**config.mk**
```make
export PLATFORM = sky130hd
export DESIGN_NAME = elevator_scan_ctrl_flat
export DESIGN_NICKNAME = d
export VERILOG_FILES = /design/src/rtl/elevator_pkg.sv /design/src/rtl/elevator_scan_ctrl_if.sv /design/src/rtl/elevator_req_latch.sv /design/src/rtl/elevator_scan_ctrl.sv /design/src/flat_wrapper.sv
export SDC_FILE = /design/constraint.sdc
export NUM_CORES = 1
export LEC_CHECK = 0
export CORE_AREA = 8 8 55 80
export DETAILED_ROUTE_END_ITERATION = 6
export DIE_AREA = 0 0 63 88
export GPL_TIMING_DRIVEN = 0
export PLACE_DENSITY = 0.73
export SLEW_MARGIN = 0
export SYNTH_ARGS = -nofsm -noshare
export SYNTH_HDL_FRONTEND = slang
export SYNTH_HIERARCHICAL = 1
export SYNTH_SLANG_ARGS = --single-unit
```
**constraint.sdc**
```tcl
create_clock -name clk -period 3.2 [get_ports clk]
set_input_delay 0.64 -clock clk [delete_from_list [all_inputs] [get_ports clk]]
set_output_delay 0.64 -clock clk [all_outputs]
set_load 0.01 [all_outputs]
```
**src/rtl/elevator_pkg.sv**
```systemverilog
// Shared types and default sizing for the SCAN elevator controller.
package elevator_pkg;

    typedef enum logic [1:0] {
        S_IDLE      = 2'd0,
        S_MOVE_UP   = 2'd1,
        S_MOVE_DOWN = 2'd2,
        S_DOOR      = 2'd3
    } state_t;

    localparam int DEF_NUM_FLOORS    = 8;
    localparam int DEF_TRAVEL_CYCLES = 4;
    localparam int DEF_DOOR_CYCLES   = 6;

    // Width of an index/counter covering 0..n-1, never below one bit.
    function automatic int fw_of(input int n);
        return ($clog2(n) > 1) ? $clog2(n) : 1;
    endfunction

endpackage

```
**src/rtl/elevator_scan_ctrl_if.sv**
```systemverilog
// Call/door inputs and cab status outputs of the elevator controller.
interface elevator_scan_ctrl_if
    import elevator_pkg::*;
#(
    parameter int NUM_FLOORS = DEF_NUM_FLOORS,
    parameter int FW         = fw_of(NUM_FLOORS)
);
    logic [NUM_FLOORS-1:0] req;
    logic                  door_hold;
    logic [FW-1:0]         floor;
    logic                  motor_up;
    logic                  motor_down;
    logic                  door_open;
    logic [NUM_FLOORS-1:0] pending;
    logic                  dir_up;
    logic                  busy;

    modport master (
        output req, door_hold,
        input  floor, motor_up, motor_down, door_open,
        input  pending, dir_up, busy
    );

    modport slave (
        input  req, door_hold,
        output floor, motor_up, motor_down, door_open,
        output pending, dir_up, busy
    );
endinterface

```
**src/rtl/elevator_req_latch.sv**
```systemverilog
// Outstanding-call register plus above/below/here queries.
module elevator_req_latch
    import elevator_pkg::*;
#(
    parameter int NUM_FLOORS = DEF_NUM_FLOORS,
    parameter int FW         = fw_of(NUM_FLOORS)
) (
    input  logic                  clk,
    input  logic                  reset,
    input  logic [NUM_FLOORS-1:0] req,
    input  logic                  clr_en,
    input  logic [FW-1:0]         clr_idx,
    input  logic [FW-1:0]         idx,
    input  logic [FW-1:0]         target,
    output logic [NUM_FLOORS-1:0] pending,
    output logic                  at_floor,
    output logic                  any_above,
    output logic                  any_below,
    output logic                  t_at,
    output logic                  t_above,
    output logic                  t_below
);
    logic [NUM_FLOORS-1:0] clr;
    logic [NUM_FLOORS-1:0] merged;

    assign merged = pending | req;

    always_comb begin
        clr = '0;
        for (int i = 0; i < NUM_FLOORS; i++) begin
            clr[i] = clr_en && (int'(clr_idx) == i);
        end
    end

    // Idle decisions look at latched calls only; arrival decisions
    // also see calls landing in the same cycle.
    always_comb begin
        at_floor  = 1'b0;
        any_above = 1'b0;
        any_below = 1'b0;
        t_at      = 1'b0;
        t_above   = 1'b0;
        t_below   = 1'b0;
        for (int i = 0; i < NUM_FLOORS; i++) begin
            if (i == int'(idx))    at_floor  = at_floor  | pending[i];
            if (i >  int'(idx))    any_above = any_above | pending[i];
            if (i <  int'(idx))    any_below = any_below | pending[i];
            if (i == int'(target)) t_at      = t_at      | merged[i];
            if (i >  int'(target)) t_above   = t_above   | merged[i];
            if (i <  int'(target)) t_below   = t_below   | merged[i];
        end
    end

    always_ff @(posedge clk) begin
        if (reset) begin
            pending <= '0;
        end else begin
            pending <= merged & ~clr;
        end
    end

endmodule

```
**src/rtl/elevator_scan_ctrl.sv**
```systemverilog
// SCAN elevator controller: Moore FSM with travel and door timers.
module elevator_scan_ctrl
    import elevator_pkg::*;
#(
    parameter int NUM_FLOORS    = DEF_NUM_FLOORS,
    parameter int TRAVEL_CYCLES = DEF_TRAVEL_CYCLES,
    parameter int DOOR_CYCLES   = DEF_DOOR_CYCLES
) (
    input logic                 clk,
    input logic                 reset,
    elevator_scan_ctrl_if.slave bus
);
    localparam int FW = fw_of(NUM_FLOORS);
    localparam int TW = fw_of(TRAVEL_CYCLES);
    localparam int DW = fw_of(DOOR_CYCLES);

    localparam logic [TW-1:0] T_LAST = TW'(TRAVEL_CYCLES - 1);
    localparam logic [DW-1:0] D_LOAD = DW'(DOOR_CYCLES - 1);

    state_t                state;
    state_t                state_nxt;
    logic [FW-1:0]         floor_q;
    logic [FW-1:0]         floor_nxt;
    logic [FW-1:0]         target;
    logic [TW-1:0]         tcnt;
    logic [DW-1:0]         dcnt;
    logic                  dir_q;
    logic [NUM_FLOORS-1:0] pend;
    logic                  at_floor;
    logic                  any_above;
    logic                  any_below;
    logic                  t_at;
    logic                  t_above;
    logic                  t_below;
    logic                  moving;
    logic                  term;
    logic                  reload;
    logic                  clr_en;

    assign moving    = (state == S_MOVE_UP) || (state == S_MOVE_DOWN);
    assign term      = moving && (tcnt == T_LAST);
    assign target    = (state == S_MOVE_DOWN) ? floor_q - FW'(1)
                                              : floor_q + FW'(1);
    assign floor_nxt = term ? target : floor_q;
    assign reload    = bus.door_hold | bus.req[floor_q];
    assign clr_en    = (state_nxt == S_DOOR) || (state == S_DOOR);

    elevator_req_latch #(
        .NUM_FLOORS (NUM_FLOORS),
        .FW         (FW)
    ) u_latch (
        .clk       (clk),
        .reset     (reset),
        .req       (bus.req),
        .clr_en    (clr_en),
        .clr_idx   (floor_nxt),
        .idx       (floor_q),
        .target    (target),
        .pending   (pend),
        .at_floor  (at_floor),
        .any_above (any_above),
        .any_below (any_below),
        .t_at      (t_at),
        .t_above   (t_above),
        .t_below   (t_below)
    );

    always_comb begin
        state_nxt = state;
        unique case (state)
            S_IDLE: begin
                if (at_floor)                state_nxt = S_DOOR;
                else if (dir_q && any_above) state_nxt = S_MOVE_UP;
                else if (!dir_q && any_below) state_nxt = S_MOVE_DOWN;
                else if (any_above)          state_nxt = S_MOVE_UP;
                else if (any_below)          state_nxt = S_MOVE_DOWN;
            end
            S_MOVE_UP: begin
                if (term) begin
                    if (t_at)         state_nxt = S_DOOR;
                    else if (t_above) state_nxt = S_MOVE_UP;
                    else              state_nxt = S_IDLE;
                end
            end
            S_MOVE_DOWN: begin
                if (term) begin
                    if (t_at)         state_nxt = S_DOOR;
                    else if (t_below) state_nxt = S_MOVE_DOWN;
                    else              state_nxt = S_IDLE;
                end
            end
            S_DOOR: begin
                if (!reload && dcnt == '0) state_nxt = S_IDLE;
            end
        endcase
    end

    always_ff @(posedge clk) begin
        if (reset) begin
            state   <= S_IDLE;
            floor_q <= '0;
            dir_q   <= 1'b1;
            tcnt    <= '0;
            dcnt    <= '0;
        end else begin
            state   <= state_nxt;
            floor_q <= floor_nxt;
            if (state_nxt == S_MOVE_UP)        dir_q <= 1'b1;
            else if (state_nxt == S_MOVE_DOWN) dir_q <= 1'b0;
            if (moving) tcnt <= term ? '0 : tcnt + TW'(1);
            else        tcnt <= '0;
            // Door timer restarts on entry and on every hold/same-floor call.
            if (state_nxt == S_DOOR) begin
                if (state != S_DOOR || reload) dcnt <= D_LOAD;
                else                           dcnt <= dcnt - DW'(1);
            end else begin
                dcnt <= '0;
            end
        end
    end

    assign bus.floor      = floor_q;
    assign bus.motor_up   = (state == S_MOVE_UP);
    assign bus.motor_down = (state == S_MOVE_DOWN);
    assign bus.door_open  = (state == S_DOOR);
    assign bus.pending    = pend;
    assign bus.dir_up     = dir_q;
    assign bus.busy       = (state != S_IDLE) || (pend != '0);

endmodule

```
**src/flat_wrapper.sv**
```systemverilog
// flat-port wrapper written by rule: the top's interface ports become plain ports
module elevator_scan_ctrl_flat import elevator_pkg::*;
#(
    parameter int NUM_FLOORS    = DEF_NUM_FLOORS,
    parameter int TRAVEL_CYCLES = DEF_TRAVEL_CYCLES,
    parameter int DOOR_CYCLES   = DEF_DOOR_CYCLES
)
  (clk, reset, bus_req, bus_door_hold, bus_floor, bus_motor_up, bus_motor_down, bus_door_open, bus_pending, bus_dir_up, bus_busy);
  elevator_scan_ctrl_if #(.NUM_FLOORS(NUM_FLOORS)) bus_i ();
  input logic clk;
  input logic reset;
  input wire logic [$bits(bus_i.req)-1:0] bus_req;
  input wire logic [$bits(bus_i.door_hold)-1:0] bus_door_hold;
  output wire logic [$bits(bus_i.floor)-1:0] bus_floor;
  output wire logic [$bits(bus_i.motor_up)-1:0] bus_motor_up;
  output wire logic [$bits(bus_i.motor_down)-1:0] bus_motor_down;
  output wire logic [$bits(bus_i.door_open)-1:0] bus_door_open;
  output wire logic [$bits(bus_i.pending)-1:0] bus_pending;
  output wire logic [$bits(bus_i.dir_up)-1:0] bus_dir_up;
  output wire logic [$bits(bus_i.busy)-1:0] bus_busy;
  assign bus_i.req = bus_req;
  assign bus_i.door_hold = bus_door_hold;
  assign bus_floor = bus_i.floor;
  assign bus_motor_up = bus_i.motor_up;
  assign bus_motor_down = bus_i.motor_down;
  assign bus_door_open = bus_i.door_open;
  assign bus_pending = bus_i.pending;
  assign bus_dir_up = bus_i.dir_up;
  assign bus_busy = bus_i.busy;
  elevator_scan_ctrl #(.NUM_FLOORS(NUM_FLOORS), .TRAVEL_CYCLES(TRAVEL_CYCLES), .DOOR_CYCLES(DOOR_CYCLES)) u_core (.clk(clk), .reset(reset), .bus(bus_i));
endmodule
```
==> flow_metrics.py <==
metrics = {
    "power_and_ir_drop": {
        "p_leak_nw": 0.726,
        "intPower_mw": 0.686,
        "swShare": 0.387,
        "clkPwrFrac": 0.152,
        "power_density_mw_per_mm2": 565,
        "vdd_drop_max_uv": 316,
        "p_seq_frac": 0.303,
        "p_comb_frac": 0.546,
        "fin_total_pwr_mw": 1.12,
        "switchingPower_mw": 0.433,
    },
    "placement": {
        "pre_cts_ws_ps": -333,
        "hpwl_um": 3460,
        "place.gp.congestion": 0.942,
        "numPortBuffers": 26,
    },
    "cts": {
        "clock_path_buffers": 2,
        "clkSinkCount": 19,
        "clkTransAtPathRegs_ps": 80,
        "numCtsBuffers": 3,
        "cts_tree": "built",
        "clockRootBuffer": "clkbuf_8",
        "clock_latency_ps": 250,
        "htree_levels": 1,
        "hold_buffers": 0,
    },
    "logic_synthesis": {
        "yosys.area_share.simple": 0.204,
        "ys_seq_area_frac": 0.260,
        "postSynthAreaPerCell_um2": 9.02,
        "ys_seq_elements": 19,
        "synth_flop_cell": "dfxtp_1",
        "yosysUniqueCellTypes": 55,
        "syn_nets": 182,
        "synthTopCellsByArea": "dfxtp_1 (26%), ha_1 (6.8%), mux4_1 (5.4%)",
        "synth_top_family_by_area": "compound AO/OA/AOI/OAI gates",
        "netlist_area_mm2": 0.00146,
        "synth_compound_area_frac": 0.271,
        "synth_xor_area_frac": 0.0240,
        "synth_mux_area_frac": 0.114,
        "synth.top_cell.area_share": 0.260,
        "synth_fa_ha_area_frac": 0.0822,
        "synth.largest_area_cell": "dfxtp_1",
        "yosys_warnings": 6,
        "async_flop_share": 0,
        "syn_inst": 162,
        "synth_edf_count": 0,
    },
    "sta": {
        "drv_slew": 0,
        "fin_crit_sh": 0.990,
        "setup_viol": 0,
        "finalClockSkew_ps": 3.50,
        "max_freq_ghz": 0.316,
        "worst_slack_ps": 32.0,
        "hold_viol_final": 0,
        "slew_headroom": 0.363,
        "fin_crit_ps": 3170,
        "grt_setup_unrepaired": "yes",
        "worstMarginPinSlew_ps": 945,
    },
    "setup_path": {
        "r2r_slack_ps": 30,
        "cp-end-kind": "register",
        "worstPathCellList": "inv_4, ha_4, inv_2, fa_2, inv_2, inv_2, mux4_2, mux2i_1, buf_4, a211oi_2, a2bb2oi_2, o31a_1, o21bai_2, nor2b_4, a311oi_2",
        "crit_top_cell": "inv_2",
        "worstReg2RegStart": "u_core/state[0]",
        "cp_top_family": "adder cells",
        "crit_buf_inv": 5,
        "critical_path.startpoint_type": "register",
        "r2r_end": "u_core/u_latch/pending[3]",
        "path_class": "reg2reg",
        "worstPathArrival_ps": 3260,
        "cp_max_fo": 5,
        "slowest_delay_ps": 540,
        "worst_ep_required_time_ps": 3290,
        "r2r_cells": 15,
        "critPathSlowestCell": "fa_2",
    },
    "floorplan": {
        "die_w_um": 63,
        "pin_count": 27,
        "die_h_um": 88,
        "dieArea_mm2": 0.00554,
        "initial_utilization": 0.445,
        "row_count": 26,
        "coreArea_mm2": 0.00329,
    },
    "route": {
        "vias": 1495,
        "drt_wl_total_um": 4610,
        "drt_iter0_markers": 72,
        "via_per_inst": 6.15,
        "drc": 0,
        "first_pass_iters": 6,
        "ant_nets": 0,
        "routedWlPerCell_um": 19.0,
    },
    "global_routing": {
        "antenna_found_initial": 0,
        "track_usage": 0.166,
        "overflow": 0,
        "grt_pass1_vias": 1593,
        "grt_start_max_net_pins": 13,
        "grt_pass1_wl_um": 7470,
    },
    "status": {
        "status": "finished, final reports clean",
    },
    "cells_and_area": {
        "fin_util": 0.603,
        "nets": 222,
        "multiInputGateArea_mm2": 0.00109,
        "syn2layout_area_growth_pct": 35.6,
        "antenna_cells": 0,
        "layout-drive-gt1-share": 0.259,
        "fillers": 284,
        "seqCellArea_um2": 389,
    },
    "min_path": {
        "hp-class": "reg2reg",
        "whs_endpoint": "u_core/tcnt[0]",
        "min_path_cells": 1,
        "hold_start": "u_core/tcnt[0]",
    },
    "run": {
        "drv_cap": 0,
    },
}
-- layout make-up --
cell class	count	share of cell area
Tap cell	42	0.0265
Multi-Input combinational cell	126	0.552
Buffer	3	0.00694
Sequential cell	19	0.196
Clock inverter	1	0.00253
Clock buffer	3	0.0208
Timing Repair Buffer	35	0.167
Inverter	14	0.0278
-- stage by stage --
stage	setup TNS (ps)	std cells	area (um^2)	hold slack, ps
after CTS	-5.89	238	1910	437
after global placement	-1460	230	1790	416
after global routing	-521	243	1980	441
final	0	243	1980	435
after floorplan	0	162	1480	404
after detailed placement	-1830	230	1790	425
-- worst reg2reg max path: cells and delay by family (launching register included) --
family	cells	cell delay (ps)
compound gates	5	680
fa+ha+maj	2	690
buf+inv	5	360
mux	2	670
simple gates	1	240
flops	1	360
-- placed cells by master (no fill, tap or decap), types with 2 or more instances in the layout --
cell type and count:
a21oi_1 7, o21ai_0 8, o22ai_1 2, clkdlybuf4s50_1 26, a31oi_1 3, nor2b_1 5
nand2_1 8, inv_1 7, a311oi_2 2, mux4_1 2, a311oi_1 2, buf_4 8
inv_2 6, ha_1 7, a211oi_2 3, dfxtp_1 16, clkbuf_8 3, mux4_2 4
buf_2 2, a211oi_1 3, nor3_1 2, dfxtp_4 2, xnor2_1 3, nor2_1 15
o21bai_1 3, nor4_1 2, nand2b_1 2, a21boi_0 3, mux2i_1 2, nor4_2 2
-- routing by layer --
layer / track usage / wire length (um) / up-vias
met5: 0 / 0 / -
met4: 0.0979 / 131 / 0
met3: 0.0333 / 277 / 13
met2: 0.306 / 2490 / 63
met1: 0.169 / 1710 / 721
li1: - / - / 698
-- worst max path at each step --
stage                    start                   endpoint  slack, ps  depth (start not counted)
6_report       u_core/state[0]  u_core/u_latch/pending[3]         30                         15
5_1_grt        u_core/state[0]  u_core/u_latch/pending[3]       -100                         15
4_1_cts        u_core/state[0]  u_core/u_latch/pending[3]         -6                         16
3_5_place_dp        bus_req[5]  u_core/u_latch/pending[3]       -330                         10
3_3_place_gp        bus_req[5]  u_core/u_latch/pending[3]       -310                         10
2_1_floorplan  u_core/state[0]  u_core/u_latch/pending[3]         30                         14
-- cell usage after synthesis (4+ instances only) --
| cell | count |
|---|---|
| o21bai_1 | 4 |
| ha_1 | 8 |
| a211oi_1 | 6 |
| nor2b_1 | 6 |
| xnor2_1 | 4 |
| nand2_1 | 9 |
| nor2_1 | 15 |
| inv_1 | 12 |
| a21oi_1 | 7 |
| a311oi_1 | 4 |
| o21ai_0 | 8 |
| dfxtp_1 | 19 |
-- state kept, by name, summed over array words and instances, names as in the netlist --
register and cells:
u_core/bus.dir_up 1, u_core/bus.floor 3, u_core/dcnt 3, u_core/state 2, u_core/tcnt 2, u_core/u_latch/pending 8
-- cell families after synthesis --
logic type	count (synthesis)
xor gates and xnor gates	4
buffers and inverters	17
muxes	8
DFF	19
AOI/OAI and AO/OA	53
adders and majority gates	9
and+or+nand+nor	52
-- repair_timing --
item | CTS | global route
setup buffers | 4 | 5
pin swaps | 6 | 12
setup endpoints to repair | 11 | 12
gates resized for setup | 12 | 14
-- power by group through the flow --
stage	Combinational (mW)	Sequential, mW	Clock, mW
3_3_place_gp	0.461	0.332	0
3_5_place_dp	0.478	0.335	0
6_report	0.611	0.339	0.170
4_1_cts	0.544	0.336	0.174
5_1_grt	0.661	0.345	0.186
2_1_floorplan	0.328	0.325	0
Power figures use the tool's default switching activity.
